===== config.mk =====
export PLATFORM = sky130hd
export DESIGN_NAME = mix_columns_iter
export DESIGN_NICKNAME = d
export VERILOG_FILES = /design/src/rtl/mix_columns_iter.sv
export SDC_FILE = /design/constraint.sdc
export NUM_CORES = 1
export LEC_CHECK = 0
export BUFFER_PORTS_ARGS = -buffer_cell sky130_fd_sc_hd__buf_2
export CORE_MARGIN = 2
export CORE_UTILIZATION = 45
export DETAILED_ROUTE_END_ITERATION = 10
export PLACE_DENSITY = 0.77
export SETUP_SLACK_MARGIN = 0.02
export SLEW_MARGIN = 30
export SYNTH_ARGS = -nofsm -noshare
export SYNTH_HDL_FRONTEND = slang
export SYNTH_SLANG_ARGS = --single-unit
export TNS_END_PERCENT = 10

===== constraint.sdc =====
create_clock -name clock -period 6.4 [get_ports clock]
set_input_delay 0.32 -clock clock [delete_from_list [all_inputs] [get_ports clock]]
set_output_delay 0.32 -clock clock [all_outputs]
set_load 0.02 [all_outputs]

===== src/rtl/mix_columns_iter.sv =====
// Folded AES MixColumns / InvMixColumns engine.
// Transforms COLS_PER_CYCLE columns of the held state per cycle, with a
// valid/ready handshake on both sides and the mode latched per block.
module mix_columns_iter #(
    parameter int COLS_PER_CYCLE = 1
) (
    input  logic         clock,
    input  logic         reset,
    input  logic         in_valid,
    output logic         in_ready,
    input  logic [127:0] in_data,
    input  logic         in_inverse,
    output logic         out_valid,
    input  logic         out_ready,
    output logic [127:0] out_data,
    output logic         out_inverse,
    output logic         busy
);

    localparam int N = 4 / COLS_PER_CYCLE;

    generate
        if (!(COLS_PER_CYCLE == 1 || COLS_PER_CYCLE == 2 || COLS_PER_CYCLE == 4)) begin : g_bad_cols
            $error("mix_columns_iter: COLS_PER_CYCLE must be 1, 2 or 4");
        end
    endgenerate

    typedef enum logic [1:0] {IDLE, BUSY, DONE} state_t;

    state_t       state_q, state_d;
    logic [1:0]   cnt_q, cnt_d;
    logic [127:0] work_q, work_d;
    logic         inv_q;
    logic         accept;
    logic         last_grp;

    // Multiply by x in GF(2^8) with the AES polynomial.
    function automatic logic [7:0] xtime(input logic [7:0] b);
        return {b[6:0], 1'b0} ^ (b[7] ? 8'h1B : 8'h00);
    endfunction

    // One output byte: b0 is the row's own byte, b1..b3 follow cyclically.
    function automatic logic [7:0] mix_row(input logic [7:0] b0, input logic [7:0] b1,
                                           input logic [7:0] b2, input logic [7:0] b3,
                                           input logic inv);
        logic [7:0] x1_0, x2_0, x3_0;
        logic [7:0] x1_1, x2_1, x3_1;
        logic [7:0] x1_2, x2_2, x3_2;
        logic [7:0] x1_3, x2_3, x3_3;
        x1_0 = xtime(b0); x2_0 = xtime(x1_0); x3_0 = xtime(x2_0);
        x1_1 = xtime(b1); x2_1 = xtime(x1_1); x3_1 = xtime(x2_1);
        x1_2 = xtime(b2); x2_2 = xtime(x1_2); x3_2 = xtime(x2_2);
        x1_3 = xtime(b3); x2_3 = xtime(x1_3); x3_3 = xtime(x2_3);
        if (inv)
            // 14*b0 ^ 11*b1 ^ 13*b2 ^ 9*b3
            return (x3_0 ^ x2_0 ^ x1_0) ^ (x3_1 ^ x1_1 ^ b1)
                 ^ (x3_2 ^ x2_2 ^ b2) ^ (x3_3 ^ b3);
        else
            // 2*b0 ^ 3*b1 ^ b2 ^ b3
            return x1_0 ^ (x1_1 ^ b1) ^ b2 ^ b3;
    endfunction

    // Whole column; row 0 sits in the most significant byte.
    function automatic logic [31:0] mix_col(input logic [31:0] col, input logic inv);
        logic [7:0] a0, a1, a2, a3;
        {a0, a1, a2, a3} = col;
        return {mix_row(a0, a1, a2, a3, inv), mix_row(a1, a2, a3, a0, inv),
                mix_row(a2, a3, a0, a1, inv), mix_row(a3, a0, a1, a2, inv)};
    endfunction

    assign out_valid   = (state_q == DONE);
    assign busy        = (state_q == BUSY);
    assign out_data    = work_q;
    assign out_inverse = inv_q;

    // Next-state, handshake and group counter control.
    always_comb begin
        state_d  = state_q;
        cnt_d    = cnt_q;
        in_ready = (state_q == IDLE) || ((state_q == DONE) && out_ready);
        accept   = in_valid && in_ready;
        last_grp = (cnt_q == 2'(N - 1));
        case (state_q)
            IDLE: begin
                if (accept) begin
                    state_d = BUSY;
                    cnt_d   = 2'd0;
                end
            end
            BUSY: begin
                if (last_grp) begin
                    state_d = DONE;
                    cnt_d   = 2'd0;
                end else begin
                    cnt_d = cnt_q + 2'd1;
                end
            end
            DONE: begin
                if (out_ready) begin
                    state_d = accept ? BUSY : IDLE;
                    cnt_d   = 2'd0;
                end
            end
            default: begin
                state_d = IDLE;
                cnt_d   = 2'd0;
            end
        endcase
    end

    // State and group counter registers.
    always_ff @(posedge clock) begin
        if (reset) begin
            state_q <= IDLE;
            cnt_q   <= 2'd0;
        end else begin
            state_q <= state_d;
            cnt_q   <= cnt_d;
        end
    end

    // In-place transform of the current column group of the working register.
    always_comb begin
        logic [6:0] base;
        work_d = work_q;
        for (int g = 0; g < COLS_PER_CYCLE; g++) begin
            base = 7'(127 - 32 * (int'(cnt_q) * COLS_PER_CYCLE + g));
            work_d[base -: 32] = mix_col(work_q[base -: 32], inv_q);
        end
    end

    // Working register and mode: load on accept, update while BUSY.
    always_ff @(posedge clock) begin
        if (reset) begin
            work_q <= '0;
            inv_q  <= 1'b0;
        end else if (accept) begin
            work_q <= in_data;
            inv_q  <= in_inverse;
        end else if (state_q == BUSY) begin
            work_q <= work_d;
        end
    end

endmodule

==> run summary <==
status = finished clean
cells on worst reg2reg path = 8
share of post-route cells with drive strength above 1 = 0.352
clock latency at the later pin of the worst-skew pair = 0.43 ns
clock buffer count from CTS = 17
Synth async-reset ratio = 0
Top Ports = 265
total routed wirelength = 31.2 mm
fraction of synthesized area in multiplexers = 0.0888
DRC Markers = 0
initial antenna violation count = 1
Area Overhead vs Synth = 21.6%
DRT Pass-1 Iters = 8
All-Layer GR Usage = 0.284
Slowest-stage cell, CP = mux4_2
setup TNS = 0 ns
commonest non-fill, non-tap cell in the layout = buf_2
critical path endpoint category = register
synthesized net count = 977
worst-path maximum fanout = 28
Die Y = 146 um
Critical R2R Launch = cnt_q[0]$_SDFFE_PP0P_
Setup WS post-layout = 2.49 ns
ANT nets after route = 0
Final Skew = 0.0133 ns
CTS Buffer Depth = 2
slew margin rel. = 0.418
cells along the critical path = buf_4 -> mux4_2 -> xor2_1 -> xor3_1 -> xnor3_1 -> nor2_1 -> xnor3_1 -> o2bb2ai_1
crit share post-route = 0.610
post-cts resize count = 0
hold depth = 3
Buffers on Ports = 264
Worst Hold Class = in -> reg
Slew @ Worst Pin = 0.873 ns
total congestion overflow = 0
Final setup viols = 0
Syn Inst Count = 840
post-route cell area = 11000 um^2
Post-Synth Adder-Cell Area = 0.00555
Die W = 146 um
WP buf/inv = 1
dpl ws = 2.49 ns
leakage = 4.58 nW
FF+latch count, synth = 133
critical setup path kind = reg -> reg
vias in the first global route = 8243
Sink Count = 133
Hold Violations, Final = 0
main combinational cell family by area after synthesis = XOR/XNOR gates
global-route wire length before repair = 46.8 mm
crit-path max cell delay = 0.68 ns
sequential area share after synthesis = 0.295
mean area per synthesized cell = 10.7 um^2
Post-CTS Setup Inserts = 0
wire per inst = 23.4 um
fill count = 1705
Synth Area in Compound Gates = 0.230
Final GP Congestion = 0.946
FP Rows = 51
CORE AREA = 19600 um^2
Post-CTS Hold Buffers = 0
RSZ-0062 raised after global routing = no
most used cell, CP = xnor3_1
die area = 21200 um^2
crit start category = register
hpwl dp = 22.1 mm
Critical Path RT = 6.69 ns
Synth Flop Type = dfxtp_1
highest-count cells in the layout ignoring fill and taps = buf_2, dfxtp_1, xnor2_1, a22oi_1, o2bb2ai_1
fin nets = 1192
worst hold slack = 0.137 ns
Final Critical Period = 3.91 ns
max_cap viols = 0
Power Density = 500 nW/um^2
Arr. time, crit path = 4.20 ns
Hold EP = out_inverse$_SDFFE_PP0P_
delay-heaviest family, CP = XOR/XNOR gates
largest net degree at the start of global routing = 82
Reg2Reg Setup Slack = 2.49 ns
placement-stage cell area = 10400 um^2
number of synthesized flops with an enable pin = 0
synthesized cell area = 9020 um^2
post-synth cell types = 44
via/cell ratio = 6.24
area taken by multi-input logic gates = 5950 um^2
H-tree depth = 4
Worst-path clk slew = 0.06 ns
register area = 2670 um^2
vias = 8322
Yosys warning count = 0
TritonCTS clock tree = done
simple-gate area share of the yosys netlist = 0.0466
Final Util = 0.560
DRT iter0 DRCs = 996
FF-to-FF End = out_data[78]$_SDFFE_PP0P_
Initial Utilization = 0.460
Root Buffer = clkbuf_16
xor/xnor share of the synthesized area = 0.287
hold_sp = in_inverse
Slew Viols, Final = 0
Crit path depth = 8
VDD IR-drop max = 309 uV
f_max = 256 MHz
[layout make-up]
class | instances | share of cell area
clock inverter | 14 | 0.0116
inverter | 9 | 0.00308
multi-input combinational | 617 | 0.542
sequential | 133 | 0.243
antenna | 1 | 0.000228
clock buffer | 18 | 0.0400
timing repair buffer | 277 | 0.130
tap | 265 | 0.0302
[worst register-to-register path, delay by kind of cell (launching register included)]
family,cells,cell delay [ns]
XOR/XNOR,4,1.54
multiplexers,1,0.71
flip-flops,1,0.61
buffers and inverters,1,0.55
AND/OR/NAND/NOR,1,0.22
AO/OA/AOI/OAI,1,0.16
[sequential cells by signal, indices dropped and copies added, names as in the netlist]
name / flops
cnt_q: 2
out_inverse: 1
state_q: 2
out_data: 128
[per-stage QoR]
| step | total power, mW | instances |
|---|---|---|
| floorplan | 3.70 | 840 |
| global route | 5.72 | 1334 |
| CTS | 5.43 | 1333 |
| detailed placement | 4.47 | 1301 |
| global placement | 4.44 | 1301 |
| finish | 5.48 | 1334 |
[kinds of logic (layout without fill, tap and decap cells)]
family          count (synthesis)  after routing
mux                            40             40
flops                         133            133
other cells                     0              1
xor+xnor                      209            209
fa+ha+maj                       4              4
buf+inv                        90            318
compound gates                266            266
simple gates                   98             98
[layer usage]
metal / track usage / vias up / routed length (um)
li1: - / 3636 / -
met1: 0.364 / 3997 / 12000
met2: 0.471 / 574 / 15000
met3: 0.0555 / 115 / 2880
met4: 0.121 / 0 / 1380
met5: 0 / - / 0
[report_power, final]
group / switching [mW] / internal [mW] / total [mW]
Combinational: 1.97 / 1.57 / 3.54
Clock: 0.397 / 0.547 / 0.945
Sequential: 0.0848 / 0.913 / 0.998
Total: 2.45 / 3.03 / 5.48
[Yosys cell counts (3+ instances only)]
library cell	number	area, um^2
nand2_1	18	67.6
mux4_2	32	721
inv_1	9	33.8
o21ai_0	8	40.0
nand3_1	3	15.0
clkbuf_1	55	206
a22o_1	16	140
xnor3_1	30	676
o2bb2ai_1	68	596
buf_2	12	60.1
xor2_1	34	298
a31oi_1	16	100
buf_4	7	52.6
a222oi_1	32	320
mux2i_1	8	80.1
xnor2_2	18	293
and3_1	5	31.3
buf_6	3	33.8
a22oi_1	81	608
a21oi_1	17	85.1
xnor2_4	5	138
dfxtp_1	133	2660
o21a_1	4	30.0
xnor3_2	4	95.1
nor2_1	57	214
nor2b_1	4	25.0
ha_1	4	50.1
xnor2_1	114	998
o22ai_1	20	125
[worst max path at each step]
stage	startpoint	endpoint	slack, ns
after floorplan	cnt_q[0]$_SDFFE_PP0P_	out_data[46]$_SDFFE_PP0P_	3.44
after global placement	cnt_q[0]$_SDFFE_PP0P_	out_data[14]$_SDFFE_PP0P_	2.59
after detailed placement	cnt_q[1]$_SDFFE_PP0P_	out_data[78]$_SDFFE_PP0P_	2.49
after CTS	cnt_q[1]$_SDFFE_PP0P_	out_data[78]$_SDFFE_PP0P_	2.47
after global routing	cnt_q[0]$_SDFFE_PP0P_	out_data[46]$_SDFFE_PP0P_	2.18
final	cnt_q[0]$_SDFFE_PP0P_	out_data[78]$_SDFFE_PP0P_	2.49
No activity file was read; power rests on OpenSTA's default activity.
